===== config.mk =====
export PLATFORM = sky130hd
export DESIGN_NAME = axi_stride_read_master_flat
export DESIGN_NICKNAME = d
export VERILOG_FILES = /design/src/rtl/axi_rd_pkg.sv /design/src/rtl/axi_stride_read_master_if.sv /design/src/rtl/axi_rd_ts_fifo.sv /design/src/rtl/axi_stride_read_master.sv /design/src/flat_wrapper.sv
export SDC_FILE = /design/constraint.sdc
export NUM_CORES = 1
export LEC_CHECK = 0
export ABC_CLOCK_PERIOD_IN_PS = 5000
export CAP_MARGIN = 30
export CORE_MARGIN = 2
export CORE_UTILIZATION = 45
export CTS_BUF_LIST = sky130_fd_sc_hd__clkbuf_8
export DETAILED_ROUTE_END_ITERATION = 8
export GPL_TIMING_DRIVEN = 0
export PLACE_DENSITY = 0.83
export SLEW_MARGIN = 0
export SYNTH_ARGS = -nofsm -noshare
export SYNTH_HDL_FRONTEND = slang
export SYNTH_HIERARCHICAL = 1
export SYNTH_SLANG_ARGS = --single-unit

===== constraint.sdc =====
create_clock -name clk -period 5 [get_ports clk]
set_clock_uncertainty 0.2 [all_clocks]
set_input_delay 1 -clock clk [delete_from_list [all_inputs] [get_ports clk]]
set_output_delay 1 -clock clk [all_outputs]
set_load 0.02 [all_outputs]

===== src/rtl/axi_rd_pkg.sv =====
// Shared definitions for the strided AXI read master: FSM state codes and err bit positions.
package axi_rd_pkg;

  localparam logic [1:0] ST_IDLE  = 2'd0;
  localparam logic [1:0] ST_ISSUE = 2'd1;
  localparam logic [1:0] ST_DRAIN = 2'd2;
  localparam logic [1:0] ST_DONE  = 2'd3;

  localparam int ERR_EARLY_LAST   = 0;
  localparam int ERR_MISSING_LAST = 1;
  localparam int ERR_ID_MISMATCH  = 2;

endpackage


===== src/rtl/axi_stride_read_master_if.sv =====
// AR and R channel bundle between the strided read master and the downstream prefetcher.
interface axi_stride_read_master_if #(
  parameter int ADDR_BITS       = 64,
  parameter int BURST_LEN_WIDTH = 8,
  parameter int TID_WIDTH       = 4,
  parameter int DATA_W          = 64
);
  logic                       m_ar_valid;
  logic                       m_ar_ready;
  logic [ADDR_BITS-1:0]       m_ar_addr;
  logic [BURST_LEN_WIDTH-1:0] m_ar_len;
  logic [TID_WIDTH-1:0]       m_ar_id;
  logic                       m_r_valid;
  logic                       m_r_ready;
  logic [DATA_W-1:0]          m_r_data;
  logic                       m_r_last;
  logic [TID_WIDTH-1:0]       m_r_id;

  modport master (
    output m_ar_valid, m_ar_addr, m_ar_len, m_ar_id, m_r_ready,
    input  m_ar_ready, m_r_valid, m_r_data, m_r_last, m_r_id
  );

  modport slave (
    input  m_ar_valid, m_ar_addr, m_ar_len, m_ar_id, m_r_ready,
    output m_ar_ready, m_r_valid, m_r_data, m_r_last, m_r_id
  );
endinterface


===== src/rtl/axi_rd_ts_fifo.sv =====
// Timestamp FIFO: holds the AR-issue cycle of each in-flight burst until its first R beat.
module axi_rd_ts_fifo #(
  parameter int LOG_DEPTH = 2,
  parameter int WIDTH     = 16
) (
  input  logic             clk,
  input  logic             rst,
  input  logic             clr,
  input  logic             push,
  input  logic [WIDTH-1:0] push_data,
  input  logic             pop,
  output logic [WIDTH-1:0] pop_data,
  output logic             empty
);
  localparam int DEPTH = 1 << LOG_DEPTH;

  logic [WIDTH-1:0]   mem [DEPTH];
  logic [LOG_DEPTH:0] wr_ptr_reg;
  logic [LOG_DEPTH:0] rd_ptr_reg;
  logic               full;

  // Extra pointer bit distinguishes full from empty when the indices match.
  assign empty    = (wr_ptr_reg == rd_ptr_reg);
  assign full     = (wr_ptr_reg[LOG_DEPTH] != rd_ptr_reg[LOG_DEPTH]) &&
                    (wr_ptr_reg[LOG_DEPTH-1:0] == rd_ptr_reg[LOG_DEPTH-1:0]);
  assign pop_data = mem[rd_ptr_reg[LOG_DEPTH-1:0]];

  always_ff @(posedge clk) begin
    if (push && !full) begin
      mem[wr_ptr_reg[LOG_DEPTH-1:0]] <= push_data;
    end
  end

  always_ff @(posedge clk) begin
    if (rst || clr) begin
      wr_ptr_reg <= '0;
      rd_ptr_reg <= '0;
    end else begin
      if (push && !full) wr_ptr_reg <= wr_ptr_reg + 1'b1;
      if (pop && !empty) rd_ptr_reg <= rd_ptr_reg + 1'b1;
    end
  end
endmodule


===== src/rtl/axi_stride_read_master.sv =====
// Strided AXI4 read master: issues cfg_count bursts at base + k*stride with bounded outstanding
// bursts and checks returned beats. Define STRIDE_RD_LATENCY_EN to add lat_max/lat_sum outputs.
module axi_stride_read_master
  import axi_rd_pkg::*;
#(
  parameter int ADDR_BITS            = 64,
  parameter int BURST_LEN_WIDTH      = 8,
  parameter int TID_WIDTH            = 4,
  parameter int LOG_BLOCK_DATA_BYTES = 3,
  parameter int LOG_MAX_OUTST        = 2,
  parameter int CNT_WIDTH            = 16
) (
  input  logic                                  clk,
  input  logic                                  rst,
  input  logic                                  start,
  input  logic [ADDR_BITS-1:0]                  cfg_base,
  input  logic [ADDR_BITS-1:0]                  cfg_stride,
  input  logic [CNT_WIDTH-1:0]                  cfg_count,
  input  logic [BURST_LEN_WIDTH-1:0]            cfg_len,
  input  logic [TID_WIDTH-1:0]                  cfg_id,
  output logic                                  busy,
  output logic                                  done,
  axi_stride_read_master_if.master              m_axi,
  output logic [CNT_WIDTH-1:0]                  beat_cnt,
  output logic [(8<<LOG_BLOCK_DATA_BYTES)-1:0]  last_data,
  output logic [2:0]                            err
`ifdef STRIDE_RD_LATENCY_EN
  ,
  output logic [CNT_WIDTH-1:0]                  lat_max,
  output logic [CNT_WIDTH-1:0]                  lat_sum
`endif
);
  localparam int DATA_W  = 8 << LOG_BLOCK_DATA_BYTES;
  localparam int OUTST_W = LOG_MAX_OUTST + 1;
  localparam logic [OUTST_W-1:0] MAX_OUTST = OUTST_W'(1 << LOG_MAX_OUTST);

  logic [1:0]                 state_reg, state_next;
  logic [ADDR_BITS-1:0]       stride_reg;
  logic [CNT_WIDTH-1:0]       count_reg;
  logic [BURST_LEN_WIDTH-1:0] len_reg;
  logic [TID_WIDTH-1:0]       id_reg;
  logic [ADDR_BITS-1:0]       addr_reg;
  logic [CNT_WIDTH-1:0]       issued_reg, issued_next;
  logic [OUTST_W-1:0]         outst_reg, outst_next;
  logic [BURST_LEN_WIDTH-1:0] beat_idx_reg;
  logic                       ar_valid_reg, ar_valid_next;
  logic [CNT_WIDTH-1:0]       beat_cnt_reg;
  logic [DATA_W-1:0]          last_data_reg;
  logic [2:0]                 err_reg, err_set;

  logic                 start_ok, ar_hs, r_ready, r_hs, r_counted, first_beat;
  logic                 last_expected, burst_close;
  logic [CNT_WIDTH-1:0] count_sel;

  assign start_ok      = start && (state_reg == ST_IDLE);
  assign ar_hs         = ar_valid_reg && m_axi.m_ar_ready;
  assign r_ready       = (state_reg == ST_ISSUE) || (state_reg == ST_DRAIN);
  assign r_hs          = m_axi.m_r_valid && r_ready;
  assign r_counted     = r_hs && (outst_reg != '0);
  assign first_beat    = r_counted && (beat_idx_reg == '0);
  assign last_expected = (beat_idx_reg == len_reg);
  // A burst closes on its last flag or on its final expected beat, whichever comes first.
  assign burst_close   = r_counted && (m_axi.m_r_last || last_expected);
  assign count_sel     = start_ok ? cfg_count : count_reg;
  assign issued_next   = start_ok ? '0 : issued_reg + CNT_WIDTH'(ar_hs);
  assign outst_next    = outst_reg + OUTST_W'(ar_hs) - OUTST_W'(burst_close);

  always_comb begin
    err_set                   = '0;
    err_set[ERR_EARLY_LAST]   = burst_close && m_axi.m_r_last && !last_expected;
    err_set[ERR_MISSING_LAST] = (r_counted && last_expected && !m_axi.m_r_last) ||
                                (r_hs && (outst_reg == '0));
    err_set[ERR_ID_MISMATCH]  = r_hs && (m_axi.m_r_id != id_reg);
  end

  always_comb begin
    state_next = state_reg;
    case (state_reg)
      ST_IDLE:  if (start) state_next = (cfg_count == '0) ? ST_DONE : ST_ISSUE;
      ST_ISSUE: if (ar_hs && (issued_next == count_reg)) state_next = ST_DRAIN;
      ST_DRAIN: if (outst_reg == '0) state_next = ST_DONE;
      default:  state_next = ST_IDLE;
    endcase
  end

  // Once raised, valid can only drop via a handshake: outstanding never grows without one.
  assign ar_valid_next = (state_next == ST_ISSUE) && (issued_next < count_sel) &&
                         (outst_next < MAX_OUTST);

  always_ff @(posedge clk) begin
    if (rst) begin
      state_reg     <= ST_IDLE;
      stride_reg    <= '0;
      count_reg     <= '0;
      len_reg       <= '0;
      id_reg        <= '0;
      addr_reg      <= '0;
      issued_reg    <= '0;
      outst_reg     <= '0;
      beat_idx_reg  <= '0;
      ar_valid_reg  <= 1'b0;
      beat_cnt_reg  <= '0;
      last_data_reg <= '0;
      err_reg       <= '0;
    end else begin
      state_reg    <= state_next;
      ar_valid_reg <= ar_valid_next;
      issued_reg   <= issued_next;
      outst_reg    <= outst_next;
      if (start_ok) begin
        stride_reg   <= cfg_stride;
        count_reg    <= cfg_count;
        len_reg      <= cfg_len;
        id_reg       <= cfg_id;
        addr_reg     <= cfg_base;
        beat_idx_reg <= '0;
        beat_cnt_reg <= '0;
        err_reg      <= '0;
      end else begin
        if (ar_hs) addr_reg <= addr_reg + stride_reg;
        if (burst_close) beat_idx_reg <= '0;
        else if (r_counted) beat_idx_reg <= beat_idx_reg + 1'b1;
        if (r_counted) begin
          beat_cnt_reg  <= beat_cnt_reg + 1'b1;
          last_data_reg <= m_axi.m_r_data;
        end
        err_reg <= err_reg | err_set;
      end
    end
  end

  assign busy             = (state_reg != ST_IDLE);
  assign done             = (state_reg == ST_DONE);
  assign beat_cnt         = beat_cnt_reg;
  assign last_data        = last_data_reg;
  assign err              = err_reg;
  assign m_axi.m_ar_valid = ar_valid_reg;
  assign m_axi.m_ar_addr  = addr_reg;
  assign m_axi.m_ar_len   = len_reg;
  assign m_axi.m_ar_id    = id_reg;
  assign m_axi.m_r_ready  = r_ready;

`ifdef STRIDE_RD_LATENCY_EN
  logic [CNT_WIDTH-1:0] cyc_reg, stamp, lat_now, lat_max_reg, lat_sum_reg;
  logic                 ts_empty, lat_pop;

  assign lat_pop = first_beat && !ts_empty;
  assign lat_now = cyc_reg - stamp;

  axi_rd_ts_fifo #(
    .LOG_DEPTH (LOG_MAX_OUTST),
    .WIDTH     (CNT_WIDTH)
  ) u_ts_fifo (
    .clk       (clk),
    .rst       (rst),
    .clr       (start_ok),
    .push      (ar_hs),
    .push_data (cyc_reg),
    .pop       (lat_pop),
    .pop_data  (stamp),
    .empty     (ts_empty)
  );

  always_ff @(posedge clk) begin
    if (rst) begin
      cyc_reg     <= '0;
      lat_max_reg <= '0;
      lat_sum_reg <= '0;
    end else begin
      cyc_reg <= cyc_reg + 1'b1;
      if (start_ok) begin
        lat_max_reg <= '0;
        lat_sum_reg <= '0;
      end else if (lat_pop) begin
        lat_sum_reg <= lat_sum_reg + lat_now;
        if (lat_now > lat_max_reg) lat_max_reg <= lat_now;
      end
    end
  end

  assign lat_max = lat_max_reg;
  assign lat_sum = lat_sum_reg;
`endif
endmodule

===== src/flat_wrapper.sv =====
// flat-port wrapper written by rule: the top's interface ports become plain ports
module axi_stride_read_master_flat import axi_rd_pkg::*;
#(
  parameter int ADDR_BITS            = 64,
  parameter int BURST_LEN_WIDTH      = 8,
  parameter int TID_WIDTH            = 4,
  parameter int LOG_BLOCK_DATA_BYTES = 3,
  parameter int LOG_MAX_OUTST        = 2,
  parameter int CNT_WIDTH            = 16
)
  (clk, rst, start, cfg_base, cfg_stride, cfg_count, cfg_len, cfg_id, busy, done, beat_cnt, last_data, err, m_axi_m_ar_valid, m_axi_m_ar_addr, m_axi_m_ar_len, m_axi_m_ar_id, m_axi_m_r_ready, m_axi_m_ar_ready, m_axi_m_r_valid, m_axi_m_r_data, m_axi_m_r_last, m_axi_m_r_id);
  axi_stride_read_master_if #(.ADDR_BITS(ADDR_BITS), .BURST_LEN_WIDTH(BURST_LEN_WIDTH), .TID_WIDTH(TID_WIDTH)) m_axi_i ();
  input  logic clk;
  input  logic rst;
  input  logic start;
  input  logic [ADDR_BITS-1:0] cfg_base;
  input  logic [ADDR_BITS-1:0] cfg_stride;
  input  logic [CNT_WIDTH-1:0] cfg_count;
  input  logic [BURST_LEN_WIDTH-1:0] cfg_len;
  input  logic [TID_WIDTH-1:0] cfg_id;
  output logic busy;
  output logic done;
  output logic [CNT_WIDTH-1:0] beat_cnt;
  output logic [(8<<LOG_BLOCK_DATA_BYTES)-1:0] last_data;
  output logic [2:0] err;
  output wire logic [$bits(m_axi_i.m_ar_valid)-1:0] m_axi_m_ar_valid;
  output wire logic [$bits(m_axi_i.m_ar_addr)-1:0] m_axi_m_ar_addr;
  output wire logic [$bits(m_axi_i.m_ar_len)-1:0] m_axi_m_ar_len;
  output wire logic [$bits(m_axi_i.m_ar_id)-1:0] m_axi_m_ar_id;
  output wire logic [$bits(m_axi_i.m_r_ready)-1:0] m_axi_m_r_ready;
  input wire logic [$bits(m_axi_i.m_ar_ready)-1:0] m_axi_m_ar_ready;
  input wire logic [$bits(m_axi_i.m_r_valid)-1:0] m_axi_m_r_valid;
  input wire logic [$bits(m_axi_i.m_r_data)-1:0] m_axi_m_r_data;
  input wire logic [$bits(m_axi_i.m_r_last)-1:0] m_axi_m_r_last;
  input wire logic [$bits(m_axi_i.m_r_id)-1:0] m_axi_m_r_id;
  assign m_axi_m_ar_valid = m_axi_i.m_ar_valid;
  assign m_axi_m_ar_addr = m_axi_i.m_ar_addr;
  assign m_axi_m_ar_len = m_axi_i.m_ar_len;
  assign m_axi_m_ar_id = m_axi_i.m_ar_id;
  assign m_axi_m_r_ready = m_axi_i.m_r_ready;
  assign m_axi_i.m_ar_ready = m_axi_m_ar_ready;
  assign m_axi_i.m_r_valid = m_axi_m_r_valid;
  assign m_axi_i.m_r_data = m_axi_m_r_data;
  assign m_axi_i.m_r_last = m_axi_m_r_last;
  assign m_axi_i.m_r_id = m_axi_m_r_id;
  axi_stride_read_master #(.ADDR_BITS(ADDR_BITS), .BURST_LEN_WIDTH(BURST_LEN_WIDTH), .TID_WIDTH(TID_WIDTH), .LOG_BLOCK_DATA_BYTES(LOG_BLOCK_DATA_BYTES), .LOG_MAX_OUTST(LOG_MAX_OUTST), .CNT_WIDTH(CNT_WIDTH)) u_core (.clk(clk), .rst(rst), .start(start), .cfg_base(cfg_base), .cfg_stride(cfg_stride), .cfg_count(cfg_count), .cfg_len(cfg_len), .cfg_id(cfg_id), .busy(busy), .done(done), .m_axi(m_axi_i), .beat_cnt(beat_cnt), .last_data(last_data), .err(err));
endmodule

Yosys cells after proc, flatten, opt, wreduce, memory -nomap -nowiden
Index checks and enable logic that the tools add are counted.
{"block": "classes", "addsub": 6, "n_lt_le_gt_ge": 2, "n_eq_ne": 7, "n_mux": 9, "n_bitwise": 2, "reduce_logical": 28}
{"op": "64-bit two-way mux", "n": 2}
{"op": "64-bit adder", "n": 1}
{"op": "16-bit two-way mux", "n": 2}
{"op": "16-bit by 1-bit adder with 16-bit output", "n": 1}
{"op": "16-bit by 1-bit adder with 16-bit output, second input constant", "n": 1}
{"op": "16-bit equality test", "n": 1}
{"op": "16-bit zero test", "n": 1}
{"op": "16-bit less-than comparator", "n": 1}
{"op": "1-bit logical AND", "n": 14}
{"op": "8-bit by 1-bit adder with 8-bit output, second input constant", "n": 1}
{"op": "8-bit equality test", "n": 1}
{"op": "2-bit two-way mux", "n": 4}
{"op": "2-bit one-hot mux with 3 select lines", "n": 1}
{"op": "2-bit by 1-bit equality test with 1-bit output, second input constant", "n": 2}
{"op": "2-bit equality test, second input constant", "n": 2}
{"op": "4-bit inequality test", "n": 1}
{"op": "2-bit nonzero test", "n": 2}
{"op": "3-bit by 1-bit adder with 3-bit output", "n": 1}
{"op": "3-bit zero test", "n": 1}
{"op": "1-bit logical OR", "n": 3}
{"op": "3-bit less-than comparator, second input constant", "n": 1}
{"op": "3-bit bitwise OR", "n": 1}
{"op": "3-bit nonzero test", "n": 1}
{"op": "3-bit OR reduction", "n": 1}
{"op": "6 further kinds", "n": 7}
{"block": "totals", "reg_bits": 269, "wordCells": 67}

Longest topological paths before layout
Gate-level depths: netlist (run 1).
{"block": "depth", "ltp_word": 10, "ltp_mapped": 17, "mapped_depth_nobuf": 14}

Worst setup path before layout (run 1)
Ideal clock, no wire load.
{"block": "synth_path", "path_type": "input port to flip-flop", "startpoint": "in start", "endpoint": "reg u_core.ar_valid_reg (netlist: u_core/m_axi.m_ar_valid)", "arrival_ns": 4.142, "t_required_ns": 4.722, "slack_ns": 0.580, "cell_stages": 15, "cell_sequence": "and2_1 clkbuf_1 clkbuf_1 buf_1 clkbuf_1 mux2i_1 ha_1 o211a_1 o21a_1 o21ai_0 nand2b_1 a2111oi_0 o21bai_1 a211o_1 nor3_1"}
{"block": "synth_via", "elab_chain_len": 9, "elab_cells_between_ends": 12}
{"element": "from (decl)", "line_no": "flat_wrapper.sv:15", "text": "input logic start;"}
{"element": "1-bit logical AND", "line_no": "axi_stride_read_master.sv:55", "text": "assign start_ok = start && (state_reg == ST_IDLE);"}
{"element": "16-bit two-way mux", "line_no": "axi_stride_read_master.sv:65", "text": "assign issued_next = start_ok ? '0 : issued_reg + CNT_WIDTH'(ar_hs);"}
{"element": "16-bit equality test", "line_no": "axi_stride_read_master.sv:80", "text": "ST_ISSUE: if (ar_hs && (issued_next == count_reg)) state_next = ST_DRAIN;"}
{"element": "1-bit logical AND", "line_no": "axi_stride_read_master.sv:80"}
{"element": "2-bit two-way mux", "line_no": "axi_stride_read_master.sv:80"}
{"element": "2-bit one-hot mux with 3 select lines", "line_no": "axi_stride_read_master.sv:78", "text": "case (state_reg)"}
{"element": "2-bit by 1-bit equality test with 1-bit output", "line_no": "axi_stride_read_master.sv:87", "text": "assign ar_valid_next = (state_next == ST_ISSUE) && (issued_next < count_sel) &&"}
{"element": "1-bit logical AND * (2 in a row)", "line_no": "axi_stride_read_master.sv:87"}
{"element": "to (signal assigned)", "line_no": "axi_stride_read_master.sv:107", "text": "ar_valid_reg <= ar_valid_next;"}
{"element": "to (decl)", "line_no": "axi_stride_read_master.sv:46", "text": "logic ar_valid_reg, ar_valid_next;"}
Mark *: on every way between the ends. The rest lies on a longest branch, timed or not.
A chain may end at the register's enable or synchronous reset.

Final worst setup path (run 1)
{"block": "layout_path", "startpoint": "in m_axi_m_ar_ready", "endpoint": "reg u_core.ar_valid_reg (netlist: u_core/m_axi.m_ar_valid)"}
{"block": "layout_via", "elab_chain_len": 10, "elab_cells_between_ends": 14}
{"element": "from (decl)", "line_no": "flat_wrapper.sv:31", "text": "input wire logic [$bits(m_axi_i.m_ar_ready)-1:0] m_axi_m_ar_ready;"}
{"element": "1-bit logical AND *", "line_no": "axi_stride_read_master.sv:56", "text": "assign ar_hs = ar_valid_reg && m_axi.m_ar_ready;"}
{"element": "16-bit by 1-bit adder with 16-bit output *", "line_no": "axi_stride_read_master.sv:65"}
{"element": "16-bit two-way mux *", "line_no": "axi_stride_read_master.sv:65"}
{"element": "named net u_core.issued_next[14]", "line_no": "axi_stride_read_master.sv:43", "text": "logic [CNT_WIDTH-1:0] issued_reg, issued_next;"}
{"element": "16-bit equality test", "line_no": "axi_stride_read_master.sv:80"}
{"element": "1-bit logical AND", "line_no": "axi_stride_read_master.sv:80"}
{"element": "2-bit two-way mux", "line_no": "axi_stride_read_master.sv:80"}
{"element": "2-bit one-hot mux with 3 select lines", "line_no": "axi_stride_read_master.sv:78"}
{"element": "2-bit by 1-bit equality test with 1-bit output", "line_no": "axi_stride_read_master.sv:87"}
{"element": "1-bit logical AND * (2 in a row)", "line_no": "axi_stride_read_master.sv:87"}
The timed path passes the listed nets; every way through them passes the cells marked *.

==> results by group, run 1 <==
Outcome
  • Status: complete, no violations

Placed design
  • Dpl hpwl: 44,450 µm
  • Routability cong.: 0.9874
  • Placed instance count: 2,763
  • Buffers added on ports: 391

Floorplanning
  • Die area: 34,590 µm²
  • Starting Density: 45.81%
  • Vert. Die Dim: 186.0 µm
  • Horiz. Die Dim: 186.0 µm
  • # rows: 66
  • Core area: 32,540 µm²
  • Num ports: 393

Logic synthesis
  • Ranking of synthesized cells by area: dfxtp_1 (36%), nand2_1 (11%), a21oi_1 (9.1%)
  • Yosys warnings: 6
  • Register area share after synthesis: 36.13%
  • Most used DFF post-synth: dfxtp_1
  • Syn Area/Cell: 7.722 µm²
  • Asr flop ratio synth: 0%
  • Largest area contributor in the netlist: dfxtp_1
  • Area share of the largest cell type after synthesis: 36.13%
  • Number of synthesized flops with an enable pin: 0
  • Syn nets: 2,249
  • Seq cells post-synth: 269
  • Mapped cell area: 14,900 µm²
  • Mapped Cells: 1,930
  • Synth cell types: 91

Critical path
  • Critical path required time: 5.28 ns
  • CP Launch Type: input pin
  • FF-to-FF Start: u_core/state_reg[1]$_SDFF_PP0_
  • Worst setup EP type: flop
  • Peak fanout along the critical path: 10
  • Start point of the critical path: m_axi_m_ar_ready
  • Critical Path Sink: u_core/m_axi.m_ar_valid$_SDFF_PP0_
  • Crit path arrival time: 5.16 ns
  • Worst reg-to-reg path cell count: 16
  • Class of the most critical setup path: input pin to flop
  • Worst r2r dst: u_core/m_axi.m_ar_valid$_SDFF_PP0_
  • Worst R2R Setup Slack: 0.42 ns

Clock tree
  • CTS HTree Levels: 2
  • Longest Clk Path Bufs: 3
  • Worst-skew pair later-pin latency: 0.58 ns
  • Clock sink count: 269
  • Hold Buf Count CTS: 0
  • Root Driver: clkbuf_8
  • Reg clk slew, reported paths: 0.06 ns
  • Num CTS Buffers: 48
  • CTS tree: yes

Job
  • MaxCap Viol Count: 0

Timing
  • Slew @ Worst Pin: 1.066 ns
  • Slew margin rel.: 28.92%
  • Fin crit share: 97.47%
  • F_max: 205.2 MHz
  • Hold Violations, Final: 0
  • Min Tclk post-route: 4.874 ns
  • Unrepaired setup endpoints after global routing: no
  • Final setup viols: 0
  • Hold Slack: 0.2575 ns
  • Final Max Slew Viols: 0

Drt
  • Vias per cell: 5.651
  • Final wirelength: 57,780 µm
  • # DRC: 0
  • Pre-antenna DRT Iters: 5
  • Post-route ant nets: 0
  • DR iter-0 viols: 1,071
  • Vias: 16,070
  • Wire length per cell: 20.32 µm

Final layout
  • Layout Nets: 2,689
  • Commonest non-fill, non-tap cell in the layout: nand2_1
  • Cell Count, Final, Fillers Out: 2,843
  • Number of diodes: 0
  • Most frequent cells in the layout: nand2_1 (424), clkdlybuf4s50_1 (391), a21oi_1 (272)
  • Layout cell share with drive strength beyond 1: 5.040%
  • Layout area overhead: 36.53%

GRT
  • First-pass GRT wire length: 86,080 µm
  • Total Routing Usage GR: 32.27%
  • Global route overflow: 0
  • Vias in the first global route: 15,950
  • Largest net degree at the start of global routing: 14
  • Initial antenna violation count: 0

Power and ir drop
  • PD cells: 296.0 nW/µm²
  • Total power: 0.006023 W
  • Worst VDD drop: 0.0002248 V
  • LEAKAGE: 7.940 nW

Worst hold path
  • HP Class: flop to flop
  • Hold_sp: u_core/last_data[44]$_SDFFE_PP0P_
cell usage after synthesis, types with 17 or more instances:
cell type  instances
a31oi_1           17
xnor2_1           52
xor2_1            58
mux2i_1           18
inv_1             40
nand2_1          424
a311oi_1          25
clkbuf_1          87
nand4_1           32
and3_1            19
nor2_1           143
nor3_1            26
ha_1              87
nand3_1           24
o21ai_0           76
dfxtp_1          269
a21o_1            18
a21oi_1          272
logic make-up after synthesis:
kind of cell	synth area share, %
xor gates and xnor gates	6.624
and+or+nand+nor	22.27
AOI/OAI and AO/OA	21.90
muxes	1.284
buffers and inverters	4.214
DFF	36.13
adders and majority gates	7.572
critical path, stage by stage:
cell and delay (ns):
clkdlybuf4s50_1 0.52, nand2_1 0.25, clkinvlp_4 0.20, clkbuf_2 0.30
buf_4 0.29, ha_1 0.25, and2_1 0.30, nand3_4 0.13
nor3_4 0.36, xnor2_1 0.23, nor2_1 0.10, ha_1 0.34
a21o_1 0.16, a21oi_1 0.14, nand2_1 0.10, a211o_1 0.29
nor3_1 0.20
routing by layer:
layer,wire [µm],vias up,global-route usage [%],part of all wire (%)
met3,5218,144,8.491,9.0
met1,22650,7571,37.21,39
li1,-,7636,-,-
met5,0,-,0.4444,0
met2,27640,716,56.01,48
met4,2272,0,14.20,3.9
cell type report:
cell class,count,area (µm²)
flip-flops and latches,269,5385
repair buffers,393,3929
clock inverters,21,132.6
plain buffers,115,479.2
fillers,2920,12190
multi-input cells,1503,8891
clock buffers,60,825.8
well taps,442,553.0
inverters,40,153.9
timing repair:
action,in CTS,in global routing
setup endpoints to repair,3,2
setup buffers,0,2
gates resized for setup,12,2
how the worst min path moves through the flow:
stage                     slack, ns  cells after the start                           endpoint
after detailed placement       0.25                      2  u_core/last_data[20]$_SDFFE_PP0P_
after CTS                      0.26                      2  u_core/last_data[14]$_SDFFE_PP0P_
after global routing           0.27                      2  u_core/last_data[14]$_SDFFE_PP0P_
after global placement         0.24                      2  u_core/last_data[15]$_SDFFE_PP0P_
after floorplan                0.24                      2  u_core/stride_reg[0]$_SDFFE_PP0P_
final                          0.26                      2  u_core/last_data[44]$_SDFFE_PP0P_
report_power, final:
part | switching [W] | total (W) | leakage (nW) | internal (W)
registers | 0.000126 | 0.00240 | 2.20 | 0.00228
clock network | 0.000947 | 0.00208 | 0.546 | 0.00113
logic | 0.000890 | 0.00154 | 5.20 | 0.000655
stage by stage:
step | setup slack [ns] | setup TNS, ns | utilization [%] | cell area, µm²
2_1_floorplan | 0.5802 | 0 | - | 14900
3_3_place_gp | -1.507 | -4.837 | 59.54 | 19370
3_5_place_dp | -1.463 | -5.195 | 59.54 | 19370
4_1_cts | 0.09695 | 0 | 62.52 | 20340
5_1_grt | 0.003487 | 0 | 62.54 | 20350
6_report | 0.1263 | 0 | 62.54 | 20350
Power figures use the tool's default switching activity.
==> inputs of run 2 (changes only) <==
--- a/config.mk
+++ b/config.mk
@@ -13,8 +13,6 @@
 export DETAILED_ROUTE_END_ITERATION = 8
 export GPL_TIMING_DRIVEN = 0
 export PLACE_DENSITY = 0.83
-export SLEW_MARGIN = 0
 export SYNTH_ARGS = -nofsm -noshare
 export SYNTH_HDL_FRONTEND = slang
-export SYNTH_HIERARCHICAL = 1
 export SYNTH_SLANG_ARGS = --single-unit
==> results by group, run 2 <==
Outcome
  • Status: complete, no violations

Timing
  • Hold Slack: 0.2523 ns (-0.005142 ns)
  • F_max: 214.5 MHz (+4.6%)
  • Slew @ Worst Pin: 1.015 ns (-0.05111 ns)
  • Unrepaired setup endpoints after global routing: no
  • Min Tclk post-route: 4.661 ns (-0.2123 ns)
  • Hold Violations, Final: 0 (unchanged)
  • Fin crit share: 93.23% (-4.2 points)
  • Slew margin rel.: 32.33% (+3.4 points)
  • Sum of negative setup slack: 0 ns (unchanged)
  • Final Max Slew Viols: 0 (unchanged)
  • Final setup viols: 0 (unchanged)

Logic synthesis
  • Synth cell types: 70 (-23%)
  • Asr flop ratio synth: 0% (unchanged)
  • Mapped Cells: 1,915 (-0.78%)
  • Seq cells post-synth: 269 (unchanged)
  • Yosys warnings: 0 (-6)
  • Number of synthesized flops with an enable pin: 0 (unchanged)
  • Most frequent cell after synthesis: nand2_1
  • Largest area contributor in the netlist: dfxtp_1
  • Ranking of synthesized cells by area: dfxtp_1 (37%), nand2_1 (11%), a21oi_1 (8.1%)
  • Syn nets: 2,236 (-0.58%)
  • Mapped cell area: 14,710 µm² (-1.3%)
  • Area share of the largest cell type after synthesis: 36.61% (+0.48 points)
  • Register area share after synthesis: 36.61% (+0.48 points)
  • Most used DFF post-synth: dfxtp_1
  • Syn Area/Cell: 7.682 µm² (-0.53%)
  • Commonest cells post-synth: nand2_1 (431), dfxtp_1 (269), a21oi_1 (239)

Final layout
  • Layout cell share with drive strength beyond 1: 4.018% (-1.0 points)
  • Sequential cell area: 5385 µm² (unchanged)
  • Most frequent cells in the layout: nand2_1 (431), clkdlybuf4s50_1 (392), dfxtp_1 (269)
  • Multi-input logic area: 8760 µm² (-1.5%)
  • Layout Nets: 2,674 (-0.56%)
  • Layout fillers: 2,890 (-1.0%)
  • Commonest non-fill, non-tap cell in the layout: nand2_1
  • Core Util, Final: 62.21% (-0.33 points)
  • Layout area overhead: 36.90%
  • Number of diodes: 0 (unchanged)

Clock tree
  • Root Driver: clkbuf_8
  • CTS tree: yes
  • CTS HTree Levels: 2 (unchanged)
  • Clock sink count: 269 (unchanged)
  • Longest Clk Path Bufs: 3 (unchanged)
  • Num CTS Buffers: 46 (-4.2%)
  • Setup Buffers After CTS: 0 (unchanged)
  • Worst-skew pair later-pin latency: 0.59 ns (about the same)
  • Reg clk slew, reported paths: 0.06 ns (about the same)

Placed design
  • Dpl hpwl: 41,740 µm (-6.1%)
  • Buffers added on ports: 392 (+0.26%)
  • Routability cong.: 0.9445 (-4.3%)

Floorplanning
  • Die area: 34,150 µm² (-1.3%)
  • Starting Density: 45.44% (-0.37 points)
  • Horiz. Die Dim: 184.8 µm (-0.64%)
  • Num ports: 393 (unchanged)
  • Vert. Die Dim: 184.8 µm (-0.64%)
  • # rows: 66 (unchanged)
  • Core area: 32,370 µm² (-0.51%)

Critical path
  • Worst setup EP type: flop
  • Critical Path Sink: u_core.state_reg[1]$_SDFF_PP0_
  • Worst R2R Setup Slack: 0.52 ns (+0.10 ns)
  • Critical path required time: 5.30 ns (+0.02 ns)
  • Worst reg-to-reg path cell count: 17 (+1)
  • Worst r2r dst: u_core.m_axi.m_ar_valid$_SDFF_PP0_
  • CP Launch Type: input pin
  • FF-to-FF Start: u_core.state_reg[0]$_SDFF_PP0_
  • Start point of the critical path: m_axi_m_ar_ready
  • Peak fanout along the critical path: 20 (+10)
  • Crit path arrival time: 4.96 ns (-0.20 ns)
  • Class of the most critical setup path: input pin to flop

Worst hold path
  • Hold_sp: u_core.last_data[60]$_SDFFE_PP0P_
  • Worst Hold Path Cells: 2 (unchanged)
  • HP Class: flop to flop

Drt
  • DR iter-0 viols: 1,210 (+13%)
  • Final wirelength: 53,810 µm (-6.9%)
  • Vias: 15,790 (-1.7%)
  • # DRC: 0 (unchanged)
  • Vias per cell: 5.577 (-1.3%)
  • Post-route ant nets: 0 (unchanged)
  • Pre-antenna DRT Iters: 6 (+1)
  • Wire length per cell: 19.01 µm (-6.5%)

GRT
  • First-pass GRT wire length: 81,890 µm (-4.9%)
  • Global route overflow: 0 (unchanged)
  • Vias in the first global route: 15,730 (-1.3%)
  • Total Routing Usage GR: 30.59% (-1.7 points)
  • Initial antenna violation count: 2 (+2)
  • Largest net degree at the start of global routing: 21 (+7)

Power and ir drop
  • PD cells: 294.2 nW/µm² (-0.58%)
  • Total power: 0.005926 W (-1.6%)
  • LEAKAGE: 7.910 nW (-0.37%)
  • Worst VDD drop: 0.0002181 V (-3.0%)

Job
  • MaxCap Viol Count: 0 (unchanged)
[run 2: cell count changes after synthesis, sizes merged, moves of 6 or more]
cell and delta:
a311oi +9, a21oi -32, o21ai -7, nor2 +20
clkbuf +13, buf -16, nand3 -6, a21o +20
nand2 +6
[run 2: cell type report]
class                           count  area share (%)
Buffer                            113           2.156
Clock buffer                       57           3.896
Clock inverter                     27          0.8139
Inverter                           35          0.6648
Multi-Input combinational cell   1496           43.50
Sequential cell                   269           26.74
Tap cell                          442           2.746
Timing Repair Buffer              392           19.48
[run 2: worst min path at each step]
| stage | end | slack [ns] |
|---|---|---|
| finish | u_core.last_data[60]$_SDFFE_PP0P_ | 0.25 |
| detailed placement | u_core.last_data[60]$_SDFFE_PP0P_ | 0.25 |
| floorplan | u_core.stride_reg[0]$_SDFFE_PP0P_ | 0.24 |
| global route | u_core.stride_reg[0]$_SDFFE_PP0P_ | 0.28 |
| CTS | u_core.last_data[60]$_SDFFE_PP0P_ | 0.26 |
| global placement | u_core.last_data[28]$_SDFFE_PP0P_ | 0.24 |
[run 2: power by group]
group	internal [W]	leakage, nW	switching (W)	total [W]
combinational	0.000643	5.16	0.000857	0.00150
clock	0.00109	0.552	0.000937	0.00203
sequential	0.00228	2.20	0.000121	0.00240
total	0.00401	7.91	0.00191	0.00593
[run 2: per-stage QoR]
stage	worst slack [ns]	std cells	area [µm²]
floorplan	0.7651	1915	14710
global placement	-1.050	2749	19190
detailed placement	-1.121	2749	19190
CTS	0.09871	2832	20140
global route	0.05011	2831	20140
finish	0.3387	2831	20140
[run 2: per-layer routing]
layer	GRT usage (%)	up-vias	wire (µm)
met5	0	-	27
met4	13.21	4	2283
met3	6.076	141	4240
met2	53.51	676	25800
met1	36.37	7404	21450
li1	-	7564	-
[run 2: worst max-delay path, stage by stage]
cell and delay (ns):
clkdlybuf4s50_1 0.46, nand2_1 0.23, inv_4 0.35, ha_1 0.24, nand3_1 0.19, nor4_1 0.52, xor2_1 0.20, or4b_1 0.50
a21oi_1 0.14, o211ai_1 0.12, nor4_1 0.47, a21oi_1 0.14, o21ai_1 0.21, nor3b_1 0.19
[run 2: kinds of logic after synthesis]
| group | share of synthesized area [%] |
|---|---|
| AND/OR/NAND/NOR | 22.03 |
| AO/OA/AOI/OAI | 21.71 |
| flip-flops | 36.61 |
| buffers and inverters | 3.845 |
| XOR/XNOR | 6.592 |
| adder cells (fa/ha/maj) | 7.842 |
| multiplexers | 1.378 |
[run 2: what timing repair did]
item,CTS,global route
hold endpoints to repair,0,0
hold buffers,0,0
gates resized for setup,4,6
pin swaps,0,0
endpoints found under the setup margin,3,2
==> inputs of run 3 (changes only) <==
--- a/config.mk
+++ b/config.mk
@@ -12,6 +12,7 @@
 export CTS_BUF_LIST = sky130_fd_sc_hd__clkbuf_8
 export DETAILED_ROUTE_END_ITERATION = 8
 export GPL_TIMING_DRIVEN = 0
+export HOLD_SLACK_MARGIN = 0.08
 export PLACE_DENSITY = 0.83
 export SYNTH_ARGS = -nofsm -noshare
 export SYNTH_HDL_FRONTEND = slang
==> results of run 3 <==
The final DEF is identical to that of run 2; final timing and power are the same.
